===== config.mk =====
export PLATFORM = sky130hd
export DESIGN_NAME = load_store_unit
export DESIGN_NICKNAME = d
export VERILOG_FILES = /design/src/rtl/load_store_unit.sv
export SDC_FILE = /design/constraint.sdc
export NUM_CORES = 1
export LEC_CHECK = 0
export CAP_MARGIN = 40
export CORE_ASPECT_RATIO = 0.7
export CORE_MARGIN = 2
export CORE_UTILIZATION = 36
export DETAILED_ROUTE_END_ITERATION = 10
export PLACE_DENSITY = 0.77
export SETUP_SLACK_MARGIN = 0.5
export SLEW_MARGIN = 20
export SYNTH_ARGS = -nofsm -noshare
export SYNTH_HDL_FRONTEND = slang
export SYNTH_SLANG_ARGS = --single-unit

===== constraint.sdc =====
create_clock -name Clk -period 1.8 [get_ports Clk]
set_input_delay 0.18 -clock Clk [delete_from_list [all_inputs] [get_ports Clk]]
set_output_delay 0.18 -clock Clk [all_outputs]
set_load 0.03 [all_outputs]

===== src/rtl/load_store_unit.sv =====
// Load/store unit: issues one memory read or write per accepted request,
// forwards ALU results on pass-through ops and flags memory timeouts.
module load_store_unit #(
    parameter int DATA_W  = 32,
    parameter int ADDR_W  = 8,
    parameter int TIMEOUT = 15
) (
    input  logic              Clk,
    input  logic              Reset,
    input  logic              start,
    input  logic [3:0]        op_code,
    input  logic [DATA_W-1:0] SR1,
    input  logic [DATA_W-1:0] SR2,
    input  logic [ADDR_W-1:0] offset,
    input  logic [DATA_W-1:0] alu_result,
    input  logic [DATA_W-1:0] mem_rdata,
    input  logic              mem_ack,
    output logic              mem_req,
    output logic              RW,
    output logic [ADDR_W-1:0] add_bus,
    output logic [DATA_W-1:0] data_bus,
    output logic [DATA_W-1:0] data_reg,
    output logic              LDR,
    output logic              STR,
    output logic              busy,
    output logic              done,
    output logic              err
);

    localparam logic [3:0] OP_LOAD   = 4'b1101;
    localparam logic [3:0] OP_STORE  = 4'b1110;
    localparam logic [7:0] TIMEOUT_C = 8'(TIMEOUT);

    typedef enum logic [1:0] {
        IDLE   = 2'd0,
        ACCESS = 2'd1,
        FINISH = 2'd2
    } state_t;

    state_t            state_r, next_state_s;
    logic              mem_req_r, mem_req_s;
    logic              rw_r, rw_s;
    logic [ADDR_W-1:0] add_bus_r, add_bus_s;
    logic [DATA_W-1:0] data_bus_r, data_bus_s;
    logic [DATA_W-1:0] data_reg_r, data_reg_s;
    logic              ldr_r, ldr_s;
    logic              str_r, str_s;
    logic              busy_r, busy_s;
    logic              done_r, done_s;
    logic              err_r, err_s;
    logic [7:0]        wait_cnt_r, wait_cnt_s;
    logic [7:0]        wait_inc_s;
    logic              sr1_unused_s;

    // Only the low ADDR_W bits of the base operand form the address.
    assign sr1_unused_s = ^SR1[DATA_W-1:ADDR_W];

    // State and output registers; reset clears everything and drops any request.
    always_ff @(posedge Clk) begin
        if (Reset) begin
            state_r    <= IDLE;
            mem_req_r  <= 1'b0;
            rw_r       <= 1'b0;
            add_bus_r  <= {ADDR_W{1'b0}};
            data_bus_r <= {DATA_W{1'b0}};
            data_reg_r <= {DATA_W{1'b0}};
            ldr_r      <= 1'b0;
            str_r      <= 1'b0;
            busy_r     <= 1'b0;
            done_r     <= 1'b0;
            err_r      <= 1'b0;
            wait_cnt_r <= 8'd0;
        end else begin
            state_r    <= next_state_s;
            mem_req_r  <= mem_req_s;
            rw_r       <= rw_s;
            add_bus_r  <= add_bus_s;
            data_bus_r <= data_bus_s;
            data_reg_r <= data_reg_s;
            ldr_r      <= ldr_s;
            str_r      <= str_s;
            busy_r     <= busy_s;
            done_r     <= done_s;
            err_r      <= err_s;
            wait_cnt_r <= wait_cnt_s;
        end
    end

    // Next-state and next-output logic; every register holds unless changed.
    always_comb begin
        next_state_s = state_r;
        mem_req_s    = mem_req_r;
        rw_s         = rw_r;
        add_bus_s    = add_bus_r;
        data_bus_s   = data_bus_r;
        data_reg_s   = data_reg_r;
        ldr_s        = ldr_r;
        str_s        = str_r;
        done_s       = 1'b0;
        err_s        = err_r;
        wait_cnt_s   = wait_cnt_r;
        wait_inc_s   = wait_cnt_r + 8'd1;

        case (state_r)
            IDLE: begin
                if (start) begin
                    err_s = 1'b0;
                    if ((op_code == OP_LOAD) || (op_code == OP_STORE)) begin
                        add_bus_s    = SR1[ADDR_W-1:0] + offset;
                        mem_req_s    = 1'b1;
                        wait_cnt_s   = 8'd0;
                        next_state_s = ACCESS;
                        if (op_code == OP_STORE) begin
                            data_bus_s = SR2;
                            rw_s       = 1'b0;
                            ldr_s      = 1'b0;
                            str_s      = 1'b1;
                        end else begin
                            rw_s  = 1'b1;
                            ldr_s = 1'b1;
                            str_s = 1'b0;
                        end
                    end else begin
                        data_reg_s   = alu_result;
                        next_state_s = FINISH;
                    end
                end else begin
                    next_state_s = IDLE;
                end
            end
            ACCESS: begin
                // An ack in the timeout cycle still completes normally.
                if (mem_ack) begin
                    mem_req_s    = 1'b0;
                    next_state_s = FINISH;
                    if (ldr_r) begin
                        data_reg_s = mem_rdata;
                    end else begin
                        data_reg_s = data_reg_r;
                    end
                end else if (wait_inc_s == TIMEOUT_C) begin
                    mem_req_s    = 1'b0;
                    err_s        = 1'b1;
                    wait_cnt_s   = wait_inc_s;
                    next_state_s = FINISH;
                end else begin
                    wait_cnt_s = wait_inc_s;
                end
            end
            FINISH: begin
                done_s       = 1'b1;
                ldr_s        = 1'b0;
                str_s        = 1'b0;
                next_state_s = IDLE;
            end
            default: begin
                mem_req_s    = 1'b0;
                ldr_s        = 1'b0;
                str_s        = 1'b0;
                next_state_s = IDLE;
            end
        endcase

        busy_s = (next_state_s != IDLE);
    end

    assign mem_req  = mem_req_r;
    assign RW       = rw_r;
    assign add_bus  = add_bus_r;
    assign data_bus = data_bus_r;
    assign data_reg = data_reg_r;
    assign LDR      = ldr_r;
    assign STR      = str_r;
    assign busy     = busy_r;
    assign done     = done_r;
    assign err      = err_r;

endmodule


==> results.ini, run 1 <==
[sta]
fmax_mhz=569
finalHoldViolCount=0
rsz0062_at_grt=yes
final_max_slew_viol_count=0
max-slew-margin-rel=0.715
worstMarginPinSlew_ns=0.422
timing.final.crit_share=0.977
fin_crit_ns=1.76
setup_violations=0
finClkSkew_ns=0.00800

[status]
outcome=finished, final reports clean

[yosys]
synth_area_leader_cell=dfxtp_1
postSynthAreaPerCell_sq_um=9.12
synthDistinctLibCells=53
syn_area_sq_um=4320
synth.area.top_cells=dfxtp_1, mux2i_1, a2111oi_0, nand2_1, a21oi_1
synth_seq_cells=89
synthFlopType=dfxtp_1
synth-async-reset-ratio=0
seq_area_frac_synth=0.412
synth_commonest_cells=dfxtp_1, nand2_1, a21oi_1
synth-edff-count=0
yosysTopAreaCellShare=0.412
synth_nets=628
postSynthCellCount=474
ys_warn_count=0
yosys.cell_count.top_type=dfxtp_1

[drt]
drcViolationCount=0
vias_per_cell=5.60
num_vias=4901
drt_pass1_iterations=5
drt_iter0_markers=279
routed_wirelength_mm=16.6
post_drt_wl_per_cell_um=18.9
detail-route-antenna-nets=0

[worst_setup_path]
path_buf_inv=3
cp-end-kind=flip-flop
cp_slowest_stage_delay_ns=0.43
path_delay_family=simple AND/OR/NAND/NOR gates
path_max_fanout=9
crit_chain=or3b_4 > buf_8 > nor4_4 > buf_6 > buf_12 > nand2_1 > a21oi_1
critPathKind=reg2reg
critPathLaunchType=flip-flop
worstPathRequired_ns=2.05
worstPathArrival_ns=2.01
critPathSlowestCell=or3b_4

[floorplanning]
start_util=0.369
fp.dieH_um=95.7
die_area_sq_um=12900
die_w_um=135
rows=33
core_area_sq_um=11700
io_pins=223

[layout]
post-route-util=0.699
multi_input_comb_area_sq_um=2850
nFillCells=837
syn2layout_area_growth_pct=89.7
stdcell_count=875
regArea_sq_um=1800
diodes=0
drive_above_1_share=0.277
nets=867
fin_area_sq_um=8200

[global_routing]
antenna_found_initial=0
grt_pass1_vias=4642
grt_pass1_wl_mm=22.8
grt_max_degree=44
track_usage=0.222
gr-total-overflow=0

[clock_tree]
insertion_delay_ns=0.33
cts_hold_buf=0
cts-htree-levels=3
cts_tree=built
root_buffer=clkbuf_16
clock_sinks=89
clk_pin_slew_ns=0.07
clockBufferDepth=2
cts_inserted_buffers=9

[pwr]
internal-power_mw=4.08
vdd_ir_drop_max_uv=508
clock_power_share=0.389
combPwrFrac=0.234
seqPwrFrac=0.377
leakagePower_nw=4.24
power_switching_mw=1.46
swShare=0.264
power_density_nw_per_um2=676

[place]
postPlaceCellArea_sq_um=6810
io_buffers=198
hpwl_mm=10.1
gp_congestion=0.866
place_inst=830

[flow_run]
maxCapViolations=0

[worst_hold_path]
hp-class=in2reg

==> through the flow <==
step                hold WS [ns]  setup TNS, ns  setup slack, ns  power [mW]
finish                     0.264              0           0.0418        5.54
global route               0.267              0         0.000703        5.76
CTS                        0.226              0           0.0732        5.45
detailed placement         0.447         -14.57           -0.310        3.24
global placement           0.442         -11.20           -0.232        3.22
floorplan                  0.290              0           0.0605        2.66
==> cells in the final DEF, fill, tap and decap left out, types with 4 or more instances in the layout <==
| master | instances |
|---|---|
| buf_6 | 14 |
| mux2i_1 | 14 |
| a21oi_2 | 4 |
| o21ai_0 | 4 |
| ha_1 | 5 |
| clkbuf_16 | 14 |
| nor2_1 | 9 |
| o211ai_1 | 4 |
| nand2_1 | 68 |
| o21a_1 | 4 |
| dlymetal6s2s_1 | 84 |
| nand3_1 | 10 |
| buf_4 | 43 |
| a2111oi_0 | 4 |
| a31o_2 | 18 |
| a2111oi_2 | 19 |
| buf_12 | 6 |
| inv_1 | 7 |
| mux2i_2 | 12 |
| a2111oi_1 | 11 |
| dfxtp_1 | 82 |
| clkdlybuf4s50_1 | 111 |
| a21oi_1 | 43 |
| a31o_1 | 15 |
| mux2i_4 | 6 |
| ha_4 | 4 |
| dfxtp_4 | 4 |
==> metal layers <==
metal  share of wire  global-route usage  vias to the layer above
li1                -                   -                     2263
met1            0.41               0.267                     2343
met2            0.48               0.384                      261
met3           0.087              0.0707                       34
met4           0.024              0.0608                        0
met5               0                   0                        -
==> layout make-up <==
class | instances | share of cell area
repair buffers | 269 | 0.363
well taps | 157 | 0.0240
flip-flops and latches | 89 | 0.220
multi-input cells | 337 | 0.348
inverters | 7 | 0.00320
clock buffers | 10 | 0.0279
clock inverters | 6 | 0.0140
==> final timing paths <==
check               start            end  slack [ns]  cells past startpoint
max reg2reg    state_r[0]   data_bus[12]        0.04                      7
min reg2reg  data_bus[18]   data_bus[18]        0.45                      2
min                 Reset  wait_cnt_r[7]        0.26                      2
max            state_r[0]   data_bus[12]        0.04                      7
==> power groups by stage <==
| stage | logic (mW) | clock network (mW) | registers, mW |
|---|---|---|---|
| after floorplan | 0.376 | 0 | 2.28 |
| after global placement | 1.09 | 0 | 2.13 |
| after detailed placement | 1.11 | 0 | 2.13 |
| after CTS | 1.15 | 2.21 | 2.09 |
| after global routing | 1.37 | 2.29 | 2.09 |
| final | 1.30 | 2.16 | 2.09 |
==> repair_timing <==
action,in CTS,in global routing
resized for setup,25,187
pin swaps,4,24
setup buffers,5,15
endpoints found under the setup margin,166,166
gates cloned,2,7
==> cell families after synthesis <==
kind of cell | share of synthesized area
xor gates and xnor gates | 0.0179
adders and majority gates | 0.0307
DFF | 0.412
and+or+nand+nor | 0.148
muxes | 0.0741
buffers and inverters | 0.0576
AOI/OAI and AO/OA | 0.259
==> worst reg2reg max path, delay by kind of cell, from the launching register on <==
kind,cells,cell delay [ns]
AOI/OAI and AO/OA,1,0.17
buffers and inverters,3,0.47
DFF,1,0.36
and+or+nand+nor,3,0.67
(Power assumes the default switching activity.)
==> run 2: changes to the inputs <==
--- a/config.mk
+++ b/config.mk
@@ -12,7 +12,6 @@
 export DETAILED_ROUTE_END_ITERATION = 10
 export PLACE_DENSITY = 0.77
 export SETUP_SLACK_MARGIN = 0.5
-export SLEW_MARGIN = 20
 export SYNTH_ARGS = -nofsm -noshare
 export SYNTH_HDL_FRONTEND = slang
 export SYNTH_SLANG_ARGS = --single-unit
==> results of run 2 <==
Final layout, timing and power as in run 1 (identical DEF).
==> run 3: changes to the inputs <==
--- a/config.mk
+++ b/config.mk
@@ -7,9 +7,9 @@
 export LEC_CHECK = 0
 export CAP_MARGIN = 40
 export CORE_ASPECT_RATIO = 0.7
-export CORE_MARGIN = 2
 export CORE_UTILIZATION = 36
 export DETAILED_ROUTE_END_ITERATION = 10
+export GPL_ROUTABILITY_DRIVEN = 1
 export PLACE_DENSITY = 0.77
 export SETUP_SLACK_MARGIN = 0.5
 export SYNTH_ARGS = -nofsm -noshare
==> results.ini, run 3 (synthesis results as in run 1) <==
[worst_setup_path]
endpoint=state_r[0]
critPathKind=reg2reg
reg2reg_depth=5
critPathSlowestCell=or4_4
cp_slowest_stage_delay_ns=0.57
worstPathRequired_ns=2.02
startpoint=wait_cnt_r[1]
reg2reg_slack_ns=0.03
critPathLaunchType=flip-flop
cp-end-kind=flip-flop
path_buf_inv=1
crit_chain=buf_6 > nand3_4 > xor2_2 > or4_4 > o311a_1
worstPathArrival_ns=2.00
rr_endpoint=state_r[0]
path_delay_family=simple AND/OR/NAND/NOR gates
path_max_fanout=3
r2r-start=wait_cnt_r[1]
path_depth=5

[place]
hpwl_mm=9.95
gp_congestion=0.884
io_buffers=198
place_inst=826

[layout]
drive_above_1_share=0.313
nFillCells=845
layout_commonest_cell=clkdlybuf4s50_1
most-common-layout-cells=clkdlybuf4s50_1, dfxtp_1, nand2_1
syn2layout_area_growth_pct=88.7
diodes=0
stdcell_count=875
nets=867

[drt]
post_drt_wl_per_cell_um=18.8
drcViolationCount=0
drt_pass1_iterations=4
detail-route-antenna-nets=0
num_vias=4806
routed_wirelength_mm=16.4
vias_per_cell=5.49
drt_iter0_markers=245

[pwr]
leakagePower_nw=3.61
power_density_nw_per_um2=632
power_mw=5.15
vdd_ir_drop_max_uv=470

[global_routing]
track_usage=0.245
grt_pass1_vias=4823
grt_max_degree=39
grt_pass1_wl_mm=24.0
gr-total-overflow=0
antenna_found_initial=0

[sta]
finClkSkew_ns=0.00827
finalHoldViolCount=0
worstMarginPinSlew_ns=0.573
final_max_slew_viol_count=0
setup_violations=0
max-slew-margin-rel=0.618
rsz0062_at_grt=yes
timing.final.crit_share=0.984
fmax_mhz=565
fin_crit_ns=1.77

[clock_tree]
insertion_delay_ns=0.34
cts_inserted_buffers=9
cts_hold_buf=0
clockBufferDepth=2
root_buffer=clkbuf_16
clock_sinks=89
cts-htree-levels=3
clk_pin_slew_ns=0.07
cts_tree=built

[floorplanning]
start_util=0.370
die_area_sq_um=12500
rows=33
fp.dieH_um=93.7
die_w_um=133
io_pins=223
core_area_sq_um=11700

[flow_run]
maxCapViolations=0

[worst_hold_path]
hp-class=in2reg

[status]
outcome=finished, final reports clean

[run 3: cell count changes in the layout (fill, tap and decap cells not counted), sizes merged]
cell / before / now
dlymetal6s2s: 84 / 44
clkdlybuf4s15: 0 / 20
dlygate4sd2: 2 / 14
bufinv: 3 / 0
clkbuf: 15 / 18
clkdlybuf4s50: 111 / 113
buf: 67 / 68
bufbuf: 0 / 1
clkinv: 1 / 2
clkinvlp: 1 / 2
inv: 8 / 9
or4: 4 / 5
[run 3: metal layers]
metal / GRT usage / wire [um] / up-vias
met5: 0 / 0 / -
met4: 0.0814 / 282 / 0
met3: 0.0701 / 1380 / 25
met2: 0.425 / 7940 / 249
met1: 0.293 / 6840 / 2269
li1: - / - / 2263
[run 3: worst min path at each step]
| stage | startpoint | to | slack, ns | cells past startpoint |
|---|---|---|---|---|
| global route | start | busy | 0.25 | 3 |
| global placement | data_bus[13] | data_bus[13] | 0.44 | 2 |
| finish | start | busy | 0.21 | 3 |
| floorplan | start | busy | 0.29 | 1 |
| detailed placement | data_bus[2] | data_bus[2] | 0.45 | 2 |
| CTS | Reset | wait_cnt_r[1] | 0.34 | 3 |
[run 3: layout make-up]
type | count | area [sq um] | area share
clock buffers | 10 | 239 | 0.0293
clock inverters | 6 | 40.0 | 0.00491
inverters | 7 | 26.3 | 0.00322
multi-input cells | 338 | 2970 | 0.364
flip-flops and latches | 89 | 1800 | 0.220
well taps | 157 | 196 | 0.0241
repair buffers | 268 | 2890 | 0.354
[run 3: power breakdown]
group | leakage [nW] | switching [mW] | total, mW | internal [mW]
Combinational | 2.75 | 0.635 | 1.29 | 0.656
Sequential | 0.727 | 0.0444 | 2.09 | 2.05
Clock | 0.135 | 0.797 | 1.77 | 0.974
[run 3: stage by stage]
stage / instance area, sq um / hold slack, ns / setup slack (ns) / util / setup TNS, ns
floorplan: 4510 / 0.290 / 0.0605 / - / 0
global placement: 6750 / 0.442 / -0.184 / 0.578 / -7.74
detailed placement: 6750 / 0.448 / -0.237 / 0.578 / -10.34
CTS: 7610 / 0.341 / 0.0483 / 0.651 / 0
global route: 8160 / 0.249 / -0.0164 / 0.698 / -0.0164
finish: 8160 / 0.215 / 0.0288 / 0.698 / 0
[run 3: tightest hold or removal path, cell delays in order]
cell and delay [ns]:
dlymetal6s2s_1 0.12, buf_4 0.13, o21a_1 0.10
[run 3: repair_timing]
item                                   4_1_cts  5_1_grt
setup endpoints to repair                  166      156
endpoints found under the hold margin        0        0
cloned                                       8        2
setup buffers                               17        6
resized for setup                          117      157
pin swaps                                    8       18
